## config.mk

```make
export PLATFORM = sky130hd
export DESIGN_NAME = rf_wb_sched
export DESIGN_NICKNAME = d
export VERILOG_FILES = /design/src/rtl/rf_wb_sched_pkg.sv /design/src/rtl/rf_wb_sched_wb_fifo.sv /design/src/rtl/rf_wb_sched.sv
export SDC_FILE = /design/constraint.sdc
export NUM_CORES = 1
export LEC_CHECK = 0
export ABC_AREA = 1
export CAP_MARGIN = 30
export CORE_MARGIN = 2
export CORE_UTILIZATION = 40
export CTS_CLUSTER_DIAMETER = 100
export DETAILED_ROUTE_END_ITERATION = 10
export PLACE_DENSITY = 0.76
export SLEW_MARGIN = 20
export SYNTH_ARGS = -nofsm -noshare
export SYNTH_HDL_FRONTEND = slang
export SYNTH_SLANG_ARGS = --single-unit
```

## constraint.sdc

```tcl
create_clock -name clk -period 4.5 [get_ports clk]
set_clock_uncertainty 0.2 [all_clocks]
set_input_delay 0.9 -clock clk [delete_from_list [all_inputs] [get_ports clk]]
set_output_delay 0.9 -clock clk [all_outputs]
set_load 0.02 [all_outputs]
```

## src/rtl/rf_wb_sched_pkg.sv

```systemverilog
// Shared widths and the buffered writeback entry type for the register-file
// write-port scheduler.
package rf_wb_sched_pkg;

    localparam int XLEN      = 32;
    localparam int RFIDX_W   = 5;
    localparam int RFREG_NUM = 32;

    typedef struct packed {
        logic [RFIDX_W-1:0] wa;
        logic [XLEN-1:0]    wd;
    } wb_entry_t;

endpackage

```

## src/rtl/rf_wb_sched_wb_fifo.sv

```systemverilog
// Small synchronous FIFO of writeback entries with a combinational head
// and full/empty flags derived from a registered occupancy count.
module wb_fifo
    import rf_wb_sched_pkg::*;
#(
    parameter int DEPTH = 2
) (
    input  logic      clk,
    input  logic      rstn,
    input  logic      push,
    input  wb_entry_t push_data,
    input  logic      pop,
    output wb_entry_t head,
    output logic      full,
    output logic      empty
);

    localparam int PTR_W = (DEPTH > 1) ? $clog2(DEPTH) : 1;

    wb_entry_t          mem [DEPTH];
    logic [PTR_W-1:0]   wr_ptr_reg;
    logic [PTR_W-1:0]   rd_ptr_reg;
    logic [PTR_W:0]     count_reg;
    logic               do_push;
    logic               do_pop;

    assign full    = (count_reg == (PTR_W+1)'(DEPTH));
    assign empty   = (count_reg == '0);
    assign do_pop  = pop && !empty;
    // A push into a full FIFO is legal only when the head leaves in the same cycle.
    assign do_push = push && (!full || do_pop);
    assign head    = mem[rd_ptr_reg];

    always_ff @(posedge clk or negedge rstn) begin
        if (!rstn) begin
            wr_ptr_reg <= '0;
            rd_ptr_reg <= '0;
            count_reg  <= '0;
        end else begin
            // Power-of-two depth: pointers wrap by natural overflow.
            if (do_push) wr_ptr_reg <= wr_ptr_reg + PTR_W'(1);
            if (do_pop)  rd_ptr_reg <= rd_ptr_reg + PTR_W'(1);
            case ({do_push, do_pop})
                2'b10:   count_reg <= count_reg + (PTR_W+1)'(1);
                2'b01:   count_reg <= count_reg - (PTR_W+1)'(1);
                default: count_reg <= count_reg;
            endcase
        end
    end

    always_ff @(posedge clk) begin
        if (do_push) mem[wr_ptr_reg] <= push_data;
    end

endmodule

```

## src/rtl/rf_wb_sched.sv

```systemverilog
// Arbitrates the single register-file write port between pipeline writeback
// (A, priority) and buffered long-latency results (B), with a RAW/WAW scoreboard.
module rf_wb_sched
    import rf_wb_sched_pkg::*;
#(
    parameter int BDEPTH       = 2,
    parameter int STARVE_LIMIT = 8
) (
    input  logic                 clk,
    input  logic                 rstn,
    input  logic                 a_we,
    input  logic [RFIDX_W-1:0]   a_wa,
    input  logic [XLEN-1:0]      a_wd,
    input  logic                 b_valid,
    output logic                 b_ready,
    input  logic [RFIDX_W-1:0]   b_wa,
    input  logic [XLEN-1:0]      b_wd,
    input  logic                 iss_valid,
    input  logic [RFIDX_W-1:0]   iss_rd,
    input  logic [RFIDX_W-1:0]   q_ra1,
    input  logic [RFIDX_W-1:0]   q_ra2,
    input  logic [RFIDX_W-1:0]   q_rd,
    output logic                 stall,
    output logic                 rf_we,
    output logic [RFIDX_W-1:0]   rf_wa,
    output logic [XLEN-1:0]      rf_wd,
    output logic [RFREG_NUM-1:0] pending
);

    localparam int CNT_W = $clog2(STARVE_LIMIT + 1);

    logic                 run_reg;
    logic                 hold_reg;
    logic [CNT_W-1:0]     starve_cnt_reg;
    logic [CNT_W-1:0]     starve_cnt_next;
    logic [RFREG_NUM-1:0] pending_reg;
    logic [RFREG_NUM-1:0] pending_set;
    logic [RFREG_NUM-1:0] pending_clr;
    wb_entry_t            head;
    wb_entry_t            push_data;
    logic                 full;
    logic                 empty;
    logic                 a_active;
    logic                 push;
    logic                 pop;

    // run_reg masks everything until the first edge after reset release.
    assign a_active  = run_reg && a_we && (a_wa != '0);
    assign b_ready   = run_reg && !full;
    assign push      = b_valid && b_ready && (b_wa != '0);
    assign pop       = run_reg && !a_active && !empty;
    assign push_data = '{wa: b_wa, wd: b_wd};

    wb_fifo #(
        .DEPTH (BDEPTH)
    ) u_fifo (
        .clk       (clk),
        .rstn      (rstn),
        .push      (push),
        .push_data (push_data),
        .pop       (pop),
        .head      (head),
        .full      (full),
        .empty     (empty)
    );

    always_comb begin
        rf_we = 1'b0;
        rf_wa = '0;
        rf_wd = '0;
        if (a_active) begin
            rf_we = 1'b1;
            rf_wa = a_wa;
            rf_wd = a_wd;
        end else if (pop) begin
            rf_we = 1'b1;
            rf_wa = head.wa;
            rf_wd = head.wd;
        end
    end

    genvar gi;
    generate
        for (gi = 0; gi < RFREG_NUM; gi++) begin : g_sb
            assign pending_set[gi] = (gi != 0) && iss_valid && (iss_rd == RFIDX_W'(gi));
            assign pending_clr[gi] = pop && (head.wa == RFIDX_W'(gi));
        end
    endgenerate

    always_comb begin
        starve_cnt_next = '0;
        if (full && a_active) begin
            starve_cnt_next = (starve_cnt_reg == CNT_W'(STARVE_LIMIT)) ?
                              starve_cnt_reg : starve_cnt_reg + CNT_W'(1);
        end
    end

    always_ff @(posedge clk or negedge rstn) begin
        if (!rstn) begin
            run_reg        <= 1'b0;
            hold_reg       <= 1'b0;
            starve_cnt_reg <= '0;
            pending_reg    <= '0;
        end else begin
            run_reg        <= 1'b1;
            starve_cnt_reg <= starve_cnt_next;
            // A pop releases the hold; otherwise it latches once the limit is reached.
            if (pop)
                hold_reg <= 1'b0;
            else if (starve_cnt_next == CNT_W'(STARVE_LIMIT))
                hold_reg <= 1'b1;
            // Issue of a new op to r wins over retirement of an older one to r.
            pending_reg <= (pending_reg & ~pending_clr) | pending_set;
        end
    end

    assign pending = pending_reg;
    assign stall   = pending_reg[q_ra1] | pending_reg[q_ra2] | pending_reg[q_rd] | hold_reg;

    a_write_not_pending: assert property (@(posedge clk) disable iff (!rstn)
        !(a_active && pending_reg[a_wa]));

endmodule

```

# Word-level counts from Yosys, hierarchy flattened
# Memories as Yosys holds them, arrays and structs flattened.
# Cells that the tools add are included.
# word_totals
memories	1
ramBits	74
input_bits	99
elab_cells	191
output_inout_bits	72
ff_bits	42
# op_classes
add_sub_neg	5
n_eq_ne	67
n_reduce_logical	83
n_lt_le_gt_ge	3
n_mux	19
bitwise	6
# mem_list
memory	words	width	rd	rd_ports_with_merged_regs	wr	line_no	text
u_fifo.mem	2	37	1	0	1	rf_wb_sched_wb_fifo.sv:20	wb_entry_t mem [DEPTH];
# op_table
op	n
5-bit == test (second input constant)	32
5-bit by 4-bit == test with 1-bit output (second input constant)	16
1-bit logical AND	73
32-bit two-way mux	2
5-bit by 3-bit == test with 1-bit output (second input constant)	8
32-bit bitwise AND	1
32-bit inverter	1
32-bit bitwise OR	1
5-bit by 2-bit == test with 1-bit output (second input constant)	4
5-bit by 6-bit less-than comparator with 1-bit output (second input constant)	3
1-bit binary-select mux with 5-bit select	3
5-bit by 1-bit == test with 1-bit output (second input constant)	2
5-bit two-way mux	2
5-bit nonzero test	2
1-bit two-way mux	9
4-bit == test (second input constant)	2
4-bit two-way mux	2
5-bit zero test	1
4-bit by 1-bit adder with 4-bit output (second input constant)	1
2-bit == test (second input constant)	2
2-bit case mux with 2 select lines	1
2-bit nonzero test	2
1-bit zero test	3
1-bit bitwise OR	3
other kinds (6)	7

# Depth between registers and ports, before layout
# Gate-level depths: netlist of the first run.
# depth
depth_word	10
ltp_mapped	12
depth_no_buf	10

# Modules after synthesis
# From an unflattened synthesis of the first run, not the netlist that was laid out.
# hier_totals
hier_cells	742
hier_area_um2	6170.9
# modules_own_cells
module	cells_per_inst	seq_area_each_um2	area_each_um2	instances
rf_wb_sched	519	950.9	3254.4	1
wb_fifo	223	2322.2	2916.5	1

# Worst setup path before layout of the first run
# No wires, ideal clock.
# synth_timing
path_kind	input -> register
from	input b_wa[3]
to	memory u_fifo.mem[0][0] in the netlist's numbering, enable pin
setup_time_ps	431
cell_stages	4
path_slack_ps	1153
arrival_time_ps	2716
required_time_ps	3869
n_path_buf	0
path_cell_list	nor3_1 > nand2_1 > nand3_1 > nor2_1
# synth_between
elab_chain_cells	5
# synth_lines
item	line_no	text
start, declared	rf_wb_sched.sv:16	input logic [RFIDX_W-1:0] b_wa,
5-bit nonzero test	rf_wb_sched.sv:50	assign push = b_valid && b_ready && (b_wa != '0);
1-bit logical AND	rf_wb_sched.sv:50	
1-bit logical AND	rf_wb_sched_wb_fifo.sv:31	assign do_push = push && (!full || do_pop);
1-bit two-way mux	rf_wb_sched_wb_fifo.sv:52	if (do_push) mem[wr_ptr_reg] <= push_data;
1-bit two-way mux (not written as such)	rf_wb_sched_wb_fifo.sv:52	
end, declared	rf_wb_sched_wb_fifo.sv:20	
# Every way passes these cells.

# Final worst setup path of the first run
# layout_timing
from	input a_wa[3]
to	output rf_wa[2]
# layout_between
elab_chain_cells	7
# layout_lines
item	line_no	text
start, declared	rf_wb_sched.sv:12	input logic [RFIDX_W-1:0] a_wa,
5-bit nonzero test *	rf_wb_sched.sv:48	assign a_active = run_reg && a_we && (a_wa != '0);
1-bit logical AND *	rf_wb_sched.sv:48	
1-bit zero test	rf_wb_sched.sv:51	assign pop = run_reg && !a_active && !empty;
1-bit logical AND (2 in a row)	rf_wb_sched.sv:51	
5-bit two-way mux	rf_wb_sched.sv:75	end else if (pop) begin
5-bit two-way mux *	rf_wb_sched.sv:71	if (a_active) begin
end, declared	rf_wb_sched.sv:25	output logic [RFIDX_W-1:0] rf_wa,
# Mark *: on every way between the ends. The rest lies on a longest branch, timed or not.

==> impl_metrics.ini, run 1 <==
[cts]
clk_pin_slew_ns = 0.05
cts_tree = built
hold_buffers = 0
root_buffer = clkbuf_16
numCtsBuffers = 17
clock_path_buffers = 2
htreeDepth = 4
clk_latency_ns = 0.41
cts_resized = 0
post_cts_buffers = 0
cts_sinks = 116

[global_routing]
antenna_found_initial = 0
grt_max_degree = 43
grt_overflow_total = 0
grt_pass1_vias = 5509
grtUsageTotal_pct = 22.0
grt_pass1_wl_microns = 27800

[power]
powerDensity_nw_per_um2 = 597
total_power_w = 0.00521
p_leak_nw = 3.74
peakVddDrop_uv = 390

[floorplan]
coreArea_sq_um = 15100
core.rowCount = 45
die_w_microns = 128
die_height_microns = 128
die_area_sq_um = 16300
start_util_pct = 40.7
ioPinCount = 171

[synthesis]
synthMuxAreaShare_pct = 0
synth-seq-area-share_pct = 53.4
syn-cell-area_sq_um = 6130
syn-num-nets = 827
yosys.area_share.adder_pct = 0.612
avgSynthCellArea_sq_um = 8.46
synth_compound_gate_area_share_pct = 12.5
post_synth_and_or_nand_nor_area_fraction_pct = 25.3
synth_top_area_cell = edfxtp_1
synth-seq-cells = 116
synthCells = 725
synth_top_family_by_area = simple AND/OR/NAND/NOR gates
yosysTopAreaCellShare_pct = 36.2
synth-xor-area-share_pct = 0.857
yosys_warnings = 0
synth_area_leaders = edfxtp_1, dfrtp_1, nand2_1
ys_types = 30

[worst_setup_path]
worstSetupStartpoint = a_wa[3]
cp_slowest_cell = clkdlybuf4s50_1
cp.arrival_ns = 3.09
path_delay_family = buffers and inverters
ff2ff_setup_slack_ns = 2.26
critical_path.most_common_cell = clkdlybuf4s50_1
end_kind = output pin
critPathBufInv = 4
crit_end = rf_wa[2]
max_stage_delay_ns = 0.68
critPathMaxFanout = 5
startpoint_type = primary input
rr_startpoint = u_fifo.rd_ptr_reg
cp.required_ns = 3.40
path_class = primary input to output pin
reg2reg_depth = 7
crit_chain = clkdlybuf4s50_1 > nor2_1 > nand4_1 > nand2_2 > inv_2 > nor2_4 > inv_1 > o21ai_0 > clkdlybuf4s50_1
r2r_end = pending[15]
path_depth = 9

[timing]
max_freq_ghz = 0.239
relSlewSlack_pct = 54.7
hold_ws_ns = 0.191
hold_violations = 0
fin_crit_ns = 4.19
fin_crit_sh_pct = 93.0
tns_ns = 0
slew_violations = 0
rsz0062_at_grt = no
tightest_slew_ns = 0.679
finalSetupViolCount = 0

[place]
dpl.hpwl_microns = 13000
dp_cells = 1069
port_buffers = 170
place_congestion = 0.925

[drt]
drtIter0Drc = 565
wl_microns = 17800
post_drt_wl_per_cell_microns = 16.2
route.detailed.drc = 0
drt_first_pass_iters = 5
antenna_left = 0
vias = 5735
via_per_inst = 5.20

[layout]
diodes = 0
nets = 1003
largest_reg_flops = 74
fill_cells = 1293
stdcell_count = 1102
layout-drive-gt1-share_pct = 9.08
syn_to_final_growth_pct = 42.2

[flow_run]
cap_violations = 0

[status]
status = completed

[worst_hold_path]
hold_class = primary input to asynchronous set/reset pin
[layout make-up]
cell class / count / area [sq um] / share of cell area [%]
Sequential cell: 116 / 3270 / 37.5
Multi-Input combinational cell: 501 / 2430 / 27.8
Timing Repair Buffer: 187 / 1840 / 21.1
Clock buffer: 17 / 425 / 4.88
Inverter: 78 / 293 / 3.36
Tap cell: 188 / 235 / 2.70
Clock inverter: 15 / 230 / 2.64
[power breakdown]
group | switching (W) | total, W | internal [W] | leakage, nW
Clock | 0.000483 | 0.00147 | 0.000986 | 0.310
Combinational | 0.00126 | 0.00213 | 0.000866 | 2.25
Sequential | 0.000213 | 0.00161 | 0.00140 | 1.19
Total | 0.00196 | 0.00521 | 0.00325 | 3.74
[placed cells by master, fill, tap and decap left out, types with 5 or more instances in the layout]
master | netlist | final
a22o_1 | 32 | 32
clkbuf_16 | 0 | 17
o21ai_2 | 13 | 13
nand2_1 | 259 | 259
clkdlybuf4s50_1 | 0 | 169
bufinv_16 | 0 | 5
o21ai_0 | 9 | 9
xor2_1 | 5 | 5
buf_4 | 3 | 16
edfxtp_1 | 74 | 74
clkinv_4 | 0 | 5
inv_2 | 8 | 8
nor2_2 | 6 | 6
o21ai_1 | 51 | 51
inv_1 | 70 | 70
nor2_1 | 21 | 19
a21oi_1 | 6 | 6
dfrtp_1 | 42 | 42
nand3_1 | 76 | 76
[how the worst min path moves through the flow]
stage / startpoint / end / slack (ns) / cells past startpoint
2_1_floorplan: hold_reg / hold_reg / 0.30 / 2
3_3_place_gp: u_fifo.count_reg[0] / u_fifo.count_reg[0] / 0.32 / 1
3_5_place_dp: u_fifo.count_reg[0] / u_fifo.count_reg[0] / 0.33 / 1
4_1_cts: pending[26] / pending[26] / 0.34 / 2
5_1_grt: rstn / pending[10] / 0.20 / 1
6_report: rstn / pending[9] / 0.19 / 1
[per-stage QoR]
| stage | area [sq um] | utilization, % | setup slack (ns) |
|---|---|---|---|
| floorplan | 6130 | - | 1.15 |
| global placement | 8050 | 53.3 | 0.319 |
| detailed placement | 8050 | 53.3 | 0.326 |
| CTS | 8700 | 57.7 | 0.293 |
| global route | 8720 | 57.8 | 0.229 |
| finish | 8720 | 57.8 | 0.314 |
[synth_stat cells (all sizes together)]
library cell  instances
o22ai                 2
clkbuf               12
edfxtp               74
ha                    3
xnor2                 1
nand3                76
a22o                 32
nand2               262
buf                  18
nor3                  1
a21oi                 6
or2                   5
conb                  1
nor2                 28
xor2                  5
nand4                 2
dfrtp                42
o21ai                73
inv                  78
o211ai                4
[per-layer routing]
metal	up-vias	track usage, %	share of wire (%)
met1	2675	27.4	41
li1	2767	-	-
met4	0	7.37	1.7
met3	26	5.68	8.2
met2	267	37.2	49
met5	-	0	0
[kinds of logic (layout without fill, tap and decap cells)]
group           Yosys count  after routing
buf+inv                 108            297
fa+ha+maj                 3              3
other cells               1              1
compound gates          117            117
xor+xnor                  6              6
flops                   116            116
simple gates            374            374
Power figures use the tool's default switching activity.
==> run 2: changes to the inputs <==
- clock period: 4.5 -> 5.2 ns (I/O delays scaled with it)
==> run 2 against run 1 <==
Via count down 0.94%. Die area did not move. Clock power shrank 18%. Largest cell class unchanged. Core utilization down 0.25 points. Count of clock-buffer cells in the layout grew 1.
==> impl_metrics.ini, run 2 (synthesis gave the netlist of run 1 again) <==
[power]
internal_power_w = 0.00276
pwr-share-clk_pct = 26.9
p_seq_share_pct = 31.4
p_leak_nw = 3.71
p_switching_w = 0.00169
swShare_pct = 38.1
peakVddDrop_uv = 276
powerDensity_nw_per_um2 = 513
p_comb_share_pct = 41.6

[timing]
fin_crit_sh_pct = 86.1
tns_ns = 0
hold_violations = 0
fin_crit_ns = 4.48
setup_slack_ns = 0.723
max_freq_ghz = 0.223
slew_violations = 0
tightest_slew_ns = 0.624
finalSetupViolCount = 0
relSlewSlack_pct = 58.3
rsz0062_at_grt = no

[layout]
diodes = 0
syn_to_final_growth_pct = 41.6
final_cell_mix = nand2_1, clkdlybuf4s50_1, nand3_1
largest_reg_flops = 74
stdcell_count = 1097
layout-drive-gt1-share_pct = 8.25
ff_latch_area_sq_um = 3270
nets = 998
design_area_sq_um = 8680
layout_commonest_cell = nand2_1
multi_input_area_sq_um = 2430
fill_cells = 1302

[floorplan]
die_w_microns = 128
ioPinCount = 171
die_area_sq_um = 16300
core.rowCount = 45
start_util_pct = 40.7
die_height_microns = 128
coreArea_sq_um = 15100

[drt]
drt_first_pass_iters = 5
antenna_left = 0
route.detailed.drc = 0
via_per_inst = 5.18
post_drt_wl_per_cell_microns = 16.7
wl_microns = 18300
drtIter0Drc = 552
vias = 5681

[cts]
numCtsBuffers = 17
htreeDepth = 4
cts_sinks = 116
post_cts_buffers = 0
cts_tree = built
hold_buffers = 0
cts_resized = 0
clock_path_buffers = 2
root_buffer = clkbuf_16
clk_latency_ns = 0.41
clk_pin_slew_ns = 0.05

[worst_setup_path]
cp.required_ns = 3.96
cp.arrival_ns = 3.24
end_kind = output pin
reg2reg_depth = 5
startpoint_type = primary input
critPathMaxFanout = 28
path_class = primary input to output pin

[worst_hold_path]
hold_class = primary input to asynchronous set/reset pin

[status]
status = completed

[global_routing]
grt_pass1_vias = 5491
grt_pass1_wl_microns = 29000
grtUsageTotal_pct = 23.1
grt_max_degree = 43
grt_overflow_total = 0
antenna_found_initial = 0

[place]
place_congestion = 0.935
dp_cells = 1064
dpl.hpwl_microns = 13300
port_buffers = 170
placedInstanceArea_sq_um = 8050
dp_slack_ns = 0.687

[flow_run]
cap_violations = 0
==> run 2: cell count changes in the layout (fill, tap and decap cells not counted) <==
| cell | previous run | this run |
|---|---|---|
| buf_16 | 0 | 2 |
| buf_4 | 16 | 9 |
| bufinv_16 | 5 | 4 |
| clkbuf_1 | 0 | 1 |
| clkinv_1 | 0 | 2 |
| clkinv_2 | 1 | 2 |
| clkinv_4 | 5 | 3 |
| inv_6 | 1 | 0 |
==> run 2: routing by layer <==
| layer | GRT usage [%] | wire length [microns] | share of wire, % | up-vias |
|---|---|---|---|---|
| li1 | - | - | - | 2760 |
| met1 | 29.5 | 7380 | 40 | 2619 |
| met2 | 37.4 | 8830 | 48 | 270 |
| met3 | 7.10 | 1730 | 9.5 | 32 |
| met4 | 8.14 | 359 | 2.0 | 0 |
| met5 | 0 | 0 | 0 | - |
==> run 2: layout make-up <==
cell class,count,area share [%]
inverters,78,3.37
clock buffers,18,4.94
flip-flops and latches,116,37.7
repair buffers,182,21.2
multi-input cells,501,28.0
clock inverters,14,2.15
well taps,188,2.71
==> run 2: path summary, 6_finish.rpt <==
path | start | end | slack (ns)
worst max-delay path | a_wa[3] | rf_wd[14] | 0.72
worst min-delay path | rstn | pending[8] | 0.30
worst max register to register | u_fifo.count_reg[0] | u_fifo.mem[0][16] | 2.90
worst min register to register | pending[26] | pending[26] | 0.35
max in group asynchronous | rstn | run_reg | 4.03
min in group clk | pending[26] | pending[26] | 0.35
==> run 2: per-stage QoR <==
stage          hold slack, ns  total power (W)  utilization, %
2_1_floorplan           0.295          0.00245               -
3_3_place_gp            0.321          0.00321            53.0
3_5_place_dp            0.333          0.00325            53.3
4_1_cts                 0.345          0.00447            57.4
5_1_grt                 0.308          0.00471            57.6
6_report                0.304          0.00445            57.6
==> run 2: power groups by stage <==
| stage | Sequential [W] | Combinational, W | Clock [W] |
|---|---|---|---|
| floorplan | 0.00150 | 0.000948 | 0 |
| global placement | 0.00141 | 0.00180 | 0 |
| detailed placement | 0.00141 | 0.00184 | 0 |
| CTS | 0.00139 | 0.00186 | 0.00121 |
| global route | 0.00142 | 0.00204 | 0.00125 |
| finish | 0.00140 | 0.00185 | 0.00120 |
==> run 2: critical path, cell delays in order <==
cell	delay, ns
clkdlybuf4s50_1	0.42
nor2_1	0.22
nand4_1	0.13
nand2_2	0.12
inv_2	0.06
nor2_4	0.14
buf_4	0.32
a22o_1	0.19
clkdlybuf4s50_1	0.60
==> run 3: changes to the inputs <==
- PLACE_DENSITY: 0.76 -> 0.69
==> run 3 against run 2 <==
Global-route usage fell by 0.72 points. Count of clock-buffer cells in the layout decreased by 1. Final cell count about the same. Largest power group unchanged. Design area down 0.49%. Sequential cell count did not move. Via count shrank 0.21%. Non-clock buffer count up 1. Critical endpoint is now rf_wa[4]. Wire length down 1.7%. Sequential share of layout area is 0.19 points higher. Worst setup slack got worse by 0.0015 ns. Power shrank 2.3%.
==> impl_metrics.ini, run 3 (synthesis gave the netlist of run 1 again) <==
[power]
p_leak_nw = 3.69
powerDensity_nw_per_um2 = 503
total_power_w = 0.00435
peakVddDrop_uv = 262

[cts]
post_cts_buffers = 0
clock_path_buffers = 2
clk_pin_slew_ns = 0.05
clk_latency_ns = 0.41
cts_sinks = 116
root_buffer = clkbuf_16
cts_tree = built
hold_buffers = 0
numCtsBuffers = 17
htreeDepth = 4
cts_resized = 0

[global_routing]
grt_pass1_wl_microns = 28100
grtUsageTotal_pct = 22.4
antenna_found_initial = 0
grt_pass1_vias = 5472
grt_overflow_total = 0
grt_max_degree = 43

[timing]
fin_crit_ns = 4.48
hold_violations = 0
slew_violations = 0
relSlewSlack_pct = 57.0
tns_ns = 0
max_freq_ghz = 0.223
rsz0062_at_grt = no
finalSetupViolCount = 0
fin_crit_sh_pct = 86.1
tightest_slew_ns = 0.643

[layout]
utilization_pct = 57.3
fill_cells = 1329
design_area_sq_um = 8640
multi_input_area_sq_um = 2430
syn_to_final_growth_pct = 40.9
largest_reg_flops = 74
final_cell_mix = nand2_1, clkdlybuf4s50_1, nand3_1
ff_latch_area_sq_um = 3270
diodes = 0
layout_commonest_cell = nand2_1
nets = 999
layout-drive-gt1-share_pct = 8.68

[worst_setup_path]
path_class = primary input to output pin
cp.arrival_ns = 3.24
ff2ff_setup_slack_ns = 2.94
critPathMaxFanout = 17
cp.required_ns = 3.96
startpoint_type = primary input
reg2reg_depth = 5
r2r_end = u_fifo.mem[0][24]
rr_startpoint = u_fifo.count_reg[0]
end_kind = output pin

[drt]
via_per_inst = 5.16
drt_first_pass_iters = 5
antenna_left = 0
drtIter0Drc = 413
route.detailed.drc = 0
vias = 5669
post_drt_wl_per_cell_microns = 16.4
wl_microns = 18000

[floorplan]
die_area_sq_um = 16300
start_util_pct = 40.7
die_w_microns = 128
ioPinCount = 171
core.rowCount = 45
coreArea_sq_um = 15100
die_height_microns = 128

[place]
placedInstanceArea_sq_um = 8060
port_buffers = 170
dpl.hpwl_microns = 12900
place_congestion = 0.950

[status]
status = completed

[worst_hold_path]
hold_class = primary input to asynchronous set/reset pin

[flow_run]
cap_violations = 0
-- run 3: cell types whose count changed in the layout (fill, tap and decap cells not counted), moves of 2 or more --
cell,previous run,this run
clkinvlp_4,3,5
bufinv_16,4,1
buf_12,1,3
inv_6,0,2
clkinv_1,2,0
-- run 3: metrics by stage --
stage | hold WS (ns) | std cells | setup WS, ns
final | 0.307 | 1098 | 0.721
after global routing | 0.308 | 1098 | 0.626
after CTS | 0.337 | 1097 | 0.704
after detailed placement | 0.325 | 1065 | 0.728
after global placement | 0.319 | 1063 | 0.780
after floorplan | 0.295 | 725 | 1.71
-- run 3: per-layer routing --
layer / up-vias / global-route usage, % / routed length (microns)
met5: - / 0 / 0
met1: 2643 / 28.9 / 7540
met3: 24 / 5.59 / 1410
li1: 2763 / - / -
met4: 0 / 7.30 / 306
met2: 239 / 37.1 / 8730
-- run 3: how the worst max path moves through the flow --
stage                             endpoint  cells past startpoint     from  slack (ns)
after floorplan           u_fifo.mem[0][0]                      4  b_wa[3]        1.71
after global routing              rf_wa[4]                      9  a_wa[3]        0.63
after CTS                         rf_wa[4]                      9  a_wa[3]        0.70
final                             rf_wa[4]                      9  a_wa[3]        0.72
after global placement            rf_wa[4]                      9  a_wa[3]        0.78
after detailed placement          rf_wa[4]                      9  a_wa[3]        0.73
-- run 3: worst max-delay path: stages --
cell	delay [ns]
clkdlybuf4s50_1	0.42
nor2_1	0.21
nand4_1	0.13
nand2_2	0.13
inv_2	0.06
nor2_4	0.21
nand2_4	0.22
o21ai_0	0.14
clkdlybuf4s50_1	0.69
-- run 3: layout make-up --
type,count,area share [%]
inverter,78,3.39
timing repair buffer,183,21.4
clock inverter,15,1.56
sequential,116,37.9
tap,188,2.72
clock buffer,17,4.92
multi-input combinational,501,28.1
-- run 3: power breakdown --
group	internal (W)	leakage (nW)	switching [W]	total, W
logic	0.000756	2.24	0.00110	0.00186
clock network	0.000657	0.262	0.000426	0.00108
registers	0.00121	1.19	0.000201	0.00141
total	0.00262	3.69	0.00173	0.00435
